===== config.mk =====
export PLATFORM = sky130hd
export DESIGN_NAME = intra_mode_decision
export DESIGN_NICKNAME = d
export VERILOG_FILES = /design/src/rtl/intra_mode_decision.sv
export SDC_FILE = /design/constraint.sdc
export NUM_CORES = 1
export LEC_CHECK = 0
export BUFFER_PORTS_ARGS = -buffer_cell sky130_fd_sc_hd__buf_4
export CAP_MARGIN = 30
export CORE_MARGIN = 5
export CORE_UTILIZATION = 64
export DETAILED_ROUTE_END_ITERATION = 10
export GPL_TIMING_DRIVEN = 0
export HOLD_SLACK_MARGIN = 0.02
export PLACE_DENSITY = 0.88
export SYNTH_ARGS = -nofsm -noshare
export SYNTH_HDL_FRONTEND = slang
export SYNTH_SLANG_ARGS = --single-unit

===== constraint.sdc =====
create_clock -name clk -period 15.4 [get_ports clk]
set_clock_uncertainty 0.15 [all_clocks]
set_input_delay 0.77 -clock clk [delete_from_list [all_inputs] [get_ports clk]]
set_output_delay 0.77 -clock clk [all_outputs]
set_load 0.02 [all_outputs]

===== src/rtl/intra_mode_decision.sv =====
`default_nettype none
// ============================================================================
//  Module   : intra_mode_decision
//  Purpose  : Picks the lowest-SAD intra mode for one 4x4 block. The original
//             block is latched on start, then one predicted block per mode
//             beat is compared against it through a capture / abs-diff /
//             adder-tree pipeline feeding a strict less-than compare.
//  Revision : 1.0  initial release
// ============================================================================
module intra_mode_decision #(
    parameter int NUM_MODES = 35
) (
    input  logic         clk,
    input  logic         rst,
    input  logic         start,
    input  logic [0:127] org_blk,
    input  logic [0:127] pre_sam,
    input  logic         pre_valid,
    output logic         busy,
    output logic         done,
    output logic [5:0]   best_mode,
    output logic [11:0]  best_sad
);

    // Register stages between capture and compare (abs-diff, adder tree).
    localparam int         PIPE_DEPTH  = 2;
    localparam logic [5:0] c_last_mode = 6'(NUM_MODES - 1);

    typedef enum logic [1:0] {
        S_IDLE    = 2'd0,
        S_COLLECT = 2'd1,
        S_FLUSH   = 2'd2,
        S_DONE    = 2'd3
    } state_t;

    state_t              r_state;
    logic [5:0]          r_cnt;
    logic [0:127]        r_org;
    logic [PIPE_DEPTH:0] r_vld;                  // [0] capture, [1] abs-diff, [2] sum
    logic [5:0]          r_tag [0:PIPE_DEPTH];
    logic [0:127]        r_cap_pre;
    logic [7:0]          r_s1_diff [0:15];
    logic [11:0]         r_s2_sum;

    logic [7:0]          w_absdiff [0:15];
    logic [11:0]         w_sum;
    logic                w_beat;
    logic                w_drained;

    assign w_beat    = (r_state == S_COLLECT) && pre_valid;
    // Everything ahead of the sum stage is empty, so the sum stage retires
    // its last entry on this edge and the result is final after it.
    assign w_drained = ~|r_vld[PIPE_DEPTH-1:0];

    // Per-pixel magnitude of the 9-bit signed difference.
    for (genvar i = 0; i < 16; i++) begin : g_absdiff
        logic [8:0] w_delta;
        logic [8:0] w_neg;
        assign w_delta      = {1'b0, r_org[i*8 +: 8]} - {1'b0, r_cap_pre[i*8 +: 8]};
        assign w_neg        = 9'd0 - w_delta;
        assign w_absdiff[i] = w_delta[8] ? w_neg[7:0] : w_delta[7:0];
    end

    // Sum of the 16 registered differences; max 4080 fits in 12 bits.
    always_comb begin
        w_sum = '0;
        for (int i = 0; i < 16; i++) begin
            w_sum = w_sum + {4'd0, r_s1_diff[i]};
        end
    end

    // Beat capture, abs-diff and sum pipeline with its valid/tag shift chain.
    always_ff @(posedge clk or negedge rst) begin
        if (!rst) begin
            r_vld     <= '0;
            r_cap_pre <= '0;
            r_s2_sum  <= '0;
            for (int i = 0; i <= PIPE_DEPTH; i++) r_tag[i] <= '0;
            for (int i = 0; i < 16; i++) r_s1_diff[i] <= '0;
        end else begin
            r_vld <= {r_vld[PIPE_DEPTH-1:0], w_beat};
            if (w_beat) begin
                r_cap_pre <= pre_sam;
                r_tag[0]  <= r_cnt;
            end
            for (int i = 1; i <= PIPE_DEPTH; i++) r_tag[i] <= r_tag[i-1];
            for (int i = 0; i < 16; i++) r_s1_diff[i] <= w_absdiff[i];
            r_s2_sum <= w_sum;
        end
    end

    // Control FSM, beat counter, org latch and best-cost tracking.
    always_ff @(posedge clk or negedge rst) begin
        if (!rst) begin
            r_state   <= S_IDLE;
            r_cnt     <= '0;
            r_org     <= '0;
            busy      <= 1'b0;
            done      <= 1'b0;
            best_mode <= '0;
            best_sad  <= 12'hFFF;
        end else begin
            done <= 1'b0;
            case (r_state)
                S_IDLE: begin
                    if (start) begin
                        r_org    <= org_blk;
                        r_cnt    <= '0;
                        best_sad <= 12'hFFF;
                        busy     <= 1'b1;
                        r_state  <= S_COLLECT;
                    end
                end
                S_COLLECT: begin
                    if (pre_valid) begin
                        r_cnt <= r_cnt + 6'd1;
                        if (r_cnt == c_last_mode) r_state <= S_FLUSH;
                    end
                end
                S_FLUSH: begin
                    if (w_drained) begin
                        done    <= 1'b1;
                        busy    <= 1'b0;
                        r_state <= S_DONE;
                    end
                end
                S_DONE:  r_state <= S_IDLE;
                default: r_state <= S_IDLE;
            endcase
            // Strict compare: ties keep the earlier (lower) mode ID.
            if ((r_state == S_COLLECT || r_state == S_FLUSH) &&
                r_vld[PIPE_DEPTH] && (r_s2_sum < best_sad)) begin
                best_sad  <= r_s2_sum;
                best_mode <= r_tag[PIPE_DEPTH];
            end
        end
    end

endmodule
`default_nettype wire


Word level (Yosys, flattened, before mapping)
Index checks and enable logic that the tools add are counted.
{"block": "totals", "in_bits": 260, "wordCells": 133, "register_bits": 445, "out_inout_bits": 20}
{"block": "op_classes", "eq_ne": 8, "n_lt_le_gt_ge": 1, "addsub": 48, "reduce_logical": 15, "mux": 32}
{"operator": "8-bit by 8-bit subtractor with 9-bit output", "n": 16}
{"operator": "12-bit by 8-bit adder with 12-bit output", "n": 11}
{"operator": "8-bit two-way mux", "n": 16}
{"operator": "1-bit by 8-bit subtractor with 8-bit output (first input constant)", "n": 16}
{"operator": "12-bit two-way mux", "n": 3}
{"operator": "11-bit by 8-bit adder with 12-bit output", "n": 1}
{"operator": "12-bit less-than comparator", "n": 1}
{"operator": "6-bit two-way mux", "n": 2}
{"operator": "6-bit one-hot mux with 2 select lines", "n": 1}
{"operator": "10-bit by 8-bit adder with 11-bit output", "n": 1}
{"operator": "9-bit by 8-bit adder with 10-bit output", "n": 1}
{"operator": "8-bit by 8-bit adder with 9-bit output", "n": 1}
{"operator": "2-bit two-way mux", "n": 4}
{"operator": "2-bit one-hot mux with 4 select lines", "n": 1}
{"operator": "2-bit nonzero test", "n": 4}
{"operator": "6-bit by 1-bit adder with 6-bit output (second input constant)", "n": 1}
{"operator": "6-bit equality test (second input constant)", "n": 1}
{"operator": "2-bit inequality test (second input constant)", "n": 3}
{"operator": "3-bit AND reduction", "n": 2}
{"operator": "2-bit equality test (second input constant)", "n": 2}
{"operator": "1-bit two-way mux", "n": 4}
{"operator": "2-bit AND reduction", "n": 2}
{"operator": "4-bit AND reduction", "n": 1}
{"operator": "1-bit logical AND", "n": 3}
{"operator": "6 further kinds", "n": 6}

Logic depth before layout (Yosys ltp)
Gate-level depths: netlist of run 1.
{"block": "logic_depth", "word_depth": 15, "depth_mapped": 20, "mapped_depth_nobuf": 20}

Worst setup path after synthesis of run 1
No wires, ideal clock.
{"block": "synth_timing", "path_kind": "reg2reg", "start": "reg r_s1_diff[50] (netlist bit)", "end": "reg r_s2_sum[10]", "stages_incl_launch_ff": 19, "path_buffers": 0, "synth_period_minus_slack_ns": 5.438, "slack_ns": 9.962, "setup_ns": 0.080, "t_arrival_ns": 5.208, "path_cell_list": "dfrtp_1 fa_1 inv_1 fa_1 inv_1 fa_1 fa_1 fa_1 inv_1 fa_1 inv_1 ha_1 fa_1 a21o_1 a21oi_1 nor2b_1 o21a_1 o41ai_1 xnor2_1"}
{"block": "synth_via", "elab_chain_cells": 7}
{"element": "start, declared", "line_no": "42", "rtl": "logic [7:0] r_s1_diff [0:15];"}
{"element": "12-bit by 8-bit adder with 12-bit output (7 in series)", "line_no": "68", "rtl": "w_sum = w_sum + {4'd0, r_s1_diff[i]};"}
{"element": "via w_sum[10]", "line_no": "46", "rtl": "logic [11:0] w_sum;"}
{"element": "end signal, assigned", "line_no": "88", "rtl": "r_s2_sum <= w_sum;"}
{"element": "end, declared", "line_no": "43", "rtl": "logic [11:0] r_s2_sum;"}
The timed path passes the listed nets, and every way through them passes these cells.
A chain may end at the register's enable or synchronous reset.

Final worst setup path of run 1
Ends and elaborated chain as after synthesis.

==> results.md, run 1 <==
* Clock Path Buffers at 3
* Synth warn at 0
* Worst EP required at 15,740 ps
* Post-synth top flop: dfrtp_1
* Post-synth top area cell: dfrtp_1
* Largest net degree at the start of global routing at 107
* Synth unique cells at 46
* GP Congestion at 0.851
* GRT overflow at 0
* PortBufs at 279
* CTS clk-pin slew, worst paths at 60 ps
* Syn Std Cell Area at 25,800 um^2
* Worst Path Arrival at 6140 ps
* Worst hold stages at 0
* Total Nets Final at 3,329
* First-pass GRT wire length at 98.1 mm
* Number of stages on the worst setup path at 18
* Top delay family on crit path: adder cells
* Main area contributors after synthesis: dfrtp_1, fa_1, ha_1
* Most frequent CP cell: fa_1
* Die Ht at 211 um
* TritonCTS Sinks at 445
* CTS tree: yes
* Slew HR at 58.6%
* IO Pins at 280
* Core area at 39,800 um^2
* Slowest stage delay, CP at 550 ps
* Outcome: finished, final reports clean
* Root Driver: clkbuf_16
* Antenna violations before repair at 0
* Dpl hpwl at 45.5 mm
* DIE AREA at 44,500 um^2
* Via Count at 18,200
* Ys async rst share at 100%
* Crit end category: flop
* Cells after Synth at 2,426
* CTS Buf Count at 48
* Final Hold Fails at 0
* Routed wire length per instance at 18.0 um
* Final setup fails at 0
* Final Critical Period at 5810 ps
* Setup TNS at 0 ps
* Yosys reg bits at 445
* Slew Viols, Final at 0
* Final hold slack at 205 ps
* Met3 usage at 3.53%
* Via density at 5.49
* Synth top area share at 42.0%
* Cell Chain, Critical Path: fa_1 > inv_1 > fa_1 > inv_1 > fa_1 > fa_1 > fa_1 > inv_1 > fa_1 > inv_1 > ha_1 > fa_1 > a21o_1 > a21oi_1 > nor2b_1 > o21a_1 > o41ai_1 > xnor2_1
* Worst Setup Start Kind: flop
* Area Overhead vs Synth at 17.5%
* Slew @ Worst Pin at 621 ps
* Global-route met1 utilization at 36.7%
* Final clock period utilization by the worst path at 37.7%
* Syn Area/Cell at 10.6 um^2
* Post-CTS sizing at 0
* R2R cell count at 18
* Setup Crit Path Kind: flop to flop
* Fmax at 172 MHz
* Starting Density at 64.8%
* Initial drt markers at 1,121
* Row count at 73
* Detail Route Antenna Nets at 0
* Horiz. Die Dim at 211 um
* Critical Path Fanout Max at 2
* Routed wire length at 59.8 mm
* Post-synth EDFFs at 0
* GRT met2 Usage at 46.6%
* Vias in the first global route at 19,800
* Latest clock arrival within the worst-skew pair at 570 ps
* H-tree Lvls at 2
* Number of inserted diodes at 0
* Worst path slowest cell: fa_1
* RSZ-0062 raised after global routing: no
* Residual DRC count at 0
* Total track usage at 27.1%
* DR pass1 iterations at 5
* Busiest layer in global routing: met2
* Register area share after synthesis at 43.2%
* Hold crit path type: flop to flop
* Share of layout cells above drive strength 1 at 20.2%
* Max cap viols at 0
* Number of buffers and inverters on the critical path at 4
* Syn nets at 2,991
[final timing paths]
path                                  end  slack, ps          start
max                          r_s2_sum[10]       9590  r_s1_diff[50]
min                              r_tag[0]        200       r_tag[6]
max reg2reg                  r_s2_sum[10]       9590  r_s1_diff[50]
min reg2reg                      r_tag[0]        200       r_tag[6]
max in group asynchronous   r_cap_pre[39]      13150            rst
min in group asynchronous  r_cap_pre[115]        590            rst
[placed cells by master (no fill, tap or decap), drive strengths merged, types with 17 or more instances in the layout]
cell type,instances
dfrtp,433
xor2,53
inv,402
a21oi,79
nand2b,22
ha,181
clkbuf,91
mux2,183
nand3,20
buf,304
o31ai,31
nor2b,19
nand2,139
o21a,47
nor2,178
fa,124
o21ai,171
a21o,32
a31oi,29
xnor2,134
a211oi,17
o21bai,19
[flip-flops by register name (all words and copies together) (netlist names)]
name / flops
best_mode: 6
best_sad: 12
busy: 1
done: 1
r_cap_pre: 128
r_cnt: 6
r_org: 128
r_s1_diff: 128
r_s2_sum: 12
r_state: 2
r_tag: 18
r_vld: 3
[logic make-up after synthesis]
| family | Yosys count | share of synthesized area, % |
|---|---|---|
| buf+inv | 445 | 6.54 |
| flops | 445 | 43.2 |
| compound gates | 433 | 10.2 |
| simple gates | 425 | 7.21 |
| fa+ha+maj | 305 | 18.4 |
| xor+xnor | 187 | 6.34 |
| mux | 186 | 8.10 |
[synth_stat cells (3+ instances only)]
library cell / instances
dfrtp_1: 433
nand2_1: 139
buf_1: 7
a211oi_2: 3
nor3_1: 13
mux2_2: 173
nand2b_1: 22
fa_1: 124
dfstp_2: 12
and3_1: 11
nand3_1: 20
o21ai_0: 171
a21o_1: 32
inv_1: 401
a21oi_1: 78
o21a_1: 47
buf_2: 9
clkbuf_1: 26
o31ai_1: 31
nor2_1: 178
mux2i_1: 3
mux2_1: 10
a31oi_1: 28
nor2b_1: 19
a211oi_1: 14
xor2_1: 53
ha_1: 181
nor3b_1: 13
o21bai_1: 19
xnor2_1: 134
[per-layer routing]
layer	wire [um]	part of all wire [%]
met4	1580	2.6
met2	30100	50
met3	2900	4.9
met1	25200	42
met5	0	0
[final cells by class]
class                      count  area [um^2]
buffer                        43          180
tap                          525          657
sequential                   445        11200
multi-input combinational   1536        13000
timing repair buffer         288         2280
inverter                     402         1510
clock buffer                  65         1380
clock inverter                20          216
fill                        2527         9480
[through the flow]
stage               setup slack [ps]  util [%]  area (um^2)  instances
finish                          9590      76.2        30300       3324
floorplan                       9960         -        25800       2426
global route                    9280      76.2        30300       3324
CTS                             9560      76.2        30300       3323
global placement                9170      71.7        28600       3230
detailed placement              9650      72.1        28700       3237
[what timing repair did]
item | in CTS | in global routing
buffers inserted | 0 | 0
endpoints found under the hold margin | 34 | 0
hold buffers | 1 | 0
Power of run 1 is not shown: default switching activity piles up to over one toggle a cycle in this logic, so the estimate is an artifact.
==> run 2: changes to the inputs <==
Settings changed: CORE_UTILIZATION 64 to 60, PLACE_DENSITY 0.88 to 0.83.
Clock period 15.4 ns to 5.6 ns, I/O delays scaled along.
==> run 2 against run 1 <==
Effect of this change:
- final cell count rose by 8.7%
- setup slack got worse by 9600 ps
- sequential share of layout area decreased by 3.1 points
- register-to-register slack worse by 9600 ps
==> results.md, run 2 (same netlist as run 1, synthesis figures left out) <==
* Outcome: finished, final reports clean
* Fmax at 180 MHz
* Worst EP required at 5910 ps
* Worst Setup EP: r_s2_sum[10]
* CTS clk-pin slew, worst paths at 60 ps
* Root Driver: clkbuf_16
* Total track usage at 29.8%
* Fill cells at 2,450
* Worst Setup Start Kind: flop
* Routed wire length at 69.2 mm
* Share of layout cells above drive strength 1 at 19.0%
* Routed wire length per instance at 19.2 um
* Final Critical Period at 5560 ps
* Final setup fails at 0
* Crit. Startpoint: r_s1_diff[66]
* Core area at 42,800 um^2
* GP Congestion at 0.852
* Via Count at 19,700
* Horiz. Die Dim at 217 um
* Crit end category: flop
* Starting Density at 60.3%
* Detail Route Antenna Nets at 0
* Slew @ Worst Pin at 674 ps
* Most common cell after layout, fill and taps aside: dfrtp_1
* GRT overflow at 0
* Largest net degree at the start of global routing at 124
* R2R Path Start: r_s1_diff[66]
* PortBufs at 279
* Top flop regs: r_cap_pre x128, r_org x128, r_s1_diff x128
* Initial drt markers at 1,257
* CTS Buf Count at 48
* Final Hold Fails at 0
* Commonest non-fill, non-tap cells in the layout: dfrtp_1, inv_1, buf_4
* H-tree Lvls at 2
* TritonCTS Sinks at 445
* Vias in the first global route at 21,800
* Hold crit path type: primary input to async pin
* Setup Crit Path Kind: flop to flop
* Dpl cells at 3,259
* RSZ-0062 raised after global routing: yes
* Row count at 76
* Residual DRC count at 0
* Reg-to-Reg End: r_s2_sum[10]
* Total Nets Final at 3,589
* Max cap viols at 0
* DR pass1 iterations at 5
* First-pass GRT wire length at 113 mm
* Via density at 5.46
* Critical Path Fanout Max at 2
* Latest clock arrival within the worst-skew pair at 580 ps
* Clock Path Buffers at 3
* Final clock period utilization by the worst path at 99.3%
* Area Overhead vs Synth at 28.3%
* Worst Path Arrival at 5870 ps
* Slew Viols, Final at 0
* R2R Setup Slk at 40 ps
* DIE AREA at 47,300 um^2
* Slew HR at 55.1%
* IO Pins at 280
* Fin cells at 3,613
* CTS tree: yes
* Die Ht at 217 um
* R2R cell count at 18
* Antenna violations before repair at 5
* Dpl hpwl at 44.8 mm
## run 2: cell count changes in the layout (fill, tap and decap cells not counted), sizes merged
cell	change
dlygate4sd3	+258
clkinv	+4
buf	+2
diode	+6
bufinv	+4
clkbuf	-6
## run 2: area by class of cell
type / instances / area, um^2 / area share (%)
multi-input cells: 1536 / 13000 / 39.3
flip-flops and latches: 445 / 11200 / 33.7
repair buffers: 548 / 4890 / 14.8
inverters: 402 / 1510 / 4.56
clock buffers: 59 / 1310 / 3.97
well taps: 546 / 683 / 2.06
clock inverters: 28 / 360 / 1.09
plain buffers: 43 / 180 / 0.544
diodes: 6 / 15.0 / 0.0453
## run 2: what timing repair did
action | 4_1_cts | 5_1_grt
setup buffers | 0 | 2
pin swaps | 2 | 15
setup endpoints to repair | 2 | 3
resized for setup | 3 | 8
hold buffers | 259 | 0
endpoints found under the hold margin | 358 | 0
## run 2: how the worst min path moves through the flow
stage	endpoint	startpoint	slack (ps)
after floorplan	best_mode[0]	rst	-170
after global placement	r_tag[1]	r_tag[7]	180
after detailed placement	r_cap_pre[121]	rst	130
after CTS	r_cap_pre[121]	rst	120
after global routing	r_cap_pre[116]	rst	160
final	r_cap_pre[120]	rst	100
## run 2: metal layers
layer	wire length, um	track usage [%]	vias up
li1	-	-	9108
met1	27300	36.5	9785
met2	35700	53.3	634
met3	3270	4.53	194
met4	3040	12.0	0
met5	0	0	-
## run 2: stage by stage
step                      utilization (%)  worst slack (ps)  setup TNS, ps  hold WS, ps  instance area (um^2)
after detailed placement             67.3              -166           -166          132                 28800
after floorplan                         -               162              0         -166                 25800
final                                77.4              39.1              0         95.7                 33100
after global routing                 77.4              -167           -176          158                 33100
after CTS                            77.3             -13.1          -13.1          120                 33100
after global placement               66.8              -197         -52300          184                 28600
## run 2: critical path, cell delays in order, from the launching register on
cell and delay, ps:
dfrtp_1 390, fa_1 530, inv_1 50, fa_1 500, inv_2 60, fa_2 600, fa_1 450, fa_1 540
inv_2 40, fa_1 470, inv_1 40, ha_2 190, fa_2 370, a21o_1 200, a21oi_2 160, nor2b_1 60
o21a_1 210, o41ai_2 320, xnor2_1 110
Power of run 2 is left out for the same reason.
==> run 3: changes to the inputs <==
==> constraint.sdc (replaced) <==
create_clock -name clk -period 5.6 [get_ports clk]
set_clock_uncertainty 0.15 [all_clocks]
set_input_delay 1.68 -clock clk [delete_from_list [all_inputs] [get_ports clk]]
set_output_delay 1.68 -clock clk [all_outputs]
set_load 0.02 [all_outputs]
==> run 3 against run 2 <==
Effect of this change:
- count of clock-buffer cells in the layout did not move
- setup slack got worse by 14 ps
- maximum frequency fell by 0.24%
- non-clock buffer count fell by 259
- via count fell by 9.2%
==> results.md, run 3 (same netlist as run 1, synthesis figures left out) <==
* TritonCTS Sinks at 445
* Hold path endpoint: r_tag[2]
* H-tree Lvls at 2
* Cell Chain, Critical Path: fa_1 > inv_1 > fa_1 > inv_2 > fa_2 > fa_1 > fa_1 > inv_2 > fa_1 > inv_1 > ha_2 > fa_2 > a21o_1 > a21oi_2 > nor2b_1 > o21a_1 > o41ai_2 > xnor2_1
* Row count at 76
* Total track usage at 25.1%
* Detail Route Antenna Nets at 0
* Most frequent CP cell: fa_1
* IO Pins at 280
* Crit end category: flop
* DR pass1 iterations at 5
* HP Start: r_tag[8]
* Worst Setup Start Kind: flop
* Slew @ Worst Pin at 679 ps
* Worst EP required at 5900 ps
* Core area at 42,800 um^2
* GP Congestion at 0.852
* Most common cell after layout, fill and taps aside: dfrtp_1
* Final Critical Period at 5570 ps
* Final clock period utilization by the worst path at 99.5%
* Area of the multi-input gates at 13,000 um^2
* Setup Crit Path Kind: flop to flop
* Slowest stage delay, CP at 610 ps
* R2R cell count at 18
* DIE AREA at 47,300 um^2
* RSZ-0062 raised after global routing: yes
* Via density at 5.34
* Dpl cells at 3,259
* Largest net degree at the start of global routing at 124
* Dpl ws at -166 ps
* Final setup fails at 0
* Routed wire length per instance at 17.3 um
* Total Nets Final at 3,330
* PortBufs at 279
* Root Driver: clkbuf_16
* Fmax at 179 MHz
* Clock Path Buffers at 3
* Horiz. Die Dim at 217 um
* Vias in the first global route at 19,600
* First-pass GRT wire length at 96.3 mm
* Latest clock arrival within the worst-skew pair at 570 ps
* Antenna violations before repair at 1
* CTS clk-pin slew, worst paths at 60 ps
* Final setup margin at 25.5 ps
* Worst Path Arrival at 5880 ps
* Worst hold stages at 0
* DP Area at 28,800 um^2
* Reg-to-Reg End: r_s2_sum[10]
* Residual DRC count at 0
* Share of layout cells above drive strength 1 at 20.8%
* R2R Setup Slk at 30 ps
* Via Count at 17,900
* Post-route cell area at 30,500 um^2
* GRT overflow at 0
* Fin cells at 3,349
* CTS tree: yes
* Critical Path Fanout Max at 2
* Initial drt markers at 1,026
* Hold crit path type: flop to flop
* Routed wire length at 58.0 mm
* CTS Buf Count at 48
* Fill cells at 2,940
* Slew HR at 54.7%
* Die Ht at 217 um
* Dpl hpwl at 44.8 mm
* Top flop regs: r_cap_pre x128, r_org x128, r_s1_diff x128
* Area Overhead vs Synth at 18.2%
* Outcome: finished, final reports clean
* Starting Density at 60.3%
* Worst path slowest cell: fa_2
* R2R Path Start: r_s1_diff[66]
* Slew Viols, Final at 0
* Max cap viols at 0
* FF+latch area at 11,200 um^2
* Commonest non-fill, non-tap cells in the layout: dfrtp_1, inv_1, buf_4
* Final Hold Fails at 0
==> run 3: final cells by class <==
| cell class | instances | share of cell area (%) |
|---|---|---|
| antenna | 1 | 0.00820 |
| clock inverter | 28 | 1.18 |
| sequential | 445 | 36.6 |
| inverter | 402 | 4.95 |
| buffer | 43 | 0.591 |
| multi-input combinational | 1536 | 42.6 |
| tap | 546 | 2.24 |
| timing repair buffer | 289 | 7.54 |
| clock buffer | 59 | 4.31 |
==> run 3: critical path, delay by kind of cell, from the launching register on <==
family | cells | cell delay [ps]
buffers and inverters | 4 | 200
adder cells (fa/ha/maj) | 8 | 3660
XOR/XNOR | 1 | 110
AND/OR/NAND/NOR | 1 | 60
flip-flops | 1 | 380
AO/OA/AOI/OAI | 4 | 890
==> run 3: metal layers <==
metal	track usage [%]	part of all wire (%)	vias to the layer above
met4	8.49	3.4	0
li1	-	-	8584
met2	42.8	49	403
met3	3.73	4.4	104
met1	33.1	43	8809
met5	0	0	-
==> run 3: repair_timing <==
item | 4_1_cts | 5_1_grt
pin swaps | 2 | 15
hold buffers | 0 | 0
setup endpoints to repair | 2 | 3
resized for setup | 3 | 8
setup buffers | 0 | 2
==> run 3: worst max-delay path by stage <==
stage,from,end,slack [ps],cells after the start
after CTS,r_s1_diff[50],r_s2_sum[10],-10,18
after global placement,rst,r_org[40],-1600,1
final,r_s1_diff[66],r_s2_sum[10],30,18
after global routing,r_s1_diff[66],r_s2_sum[10],-140,18
after floorplan,r_s1_diff[50],r_s2_sum[10],160,18
after detailed placement,r_s1_diff[50],r_s2_sum[10],-170,18
==> run 3: through the flow <==
stage               setup TNS (ps)  hold slack, ps  util (%)
floorplan                        0             181         -
global placement           -659250             184      66.8
detailed placement            -166             186      67.3
CTS                          -13.1             200      71.2
global route                  -157             216      71.3
finish                           0             199      71.3
Power of run 3 is left out for the same reason.
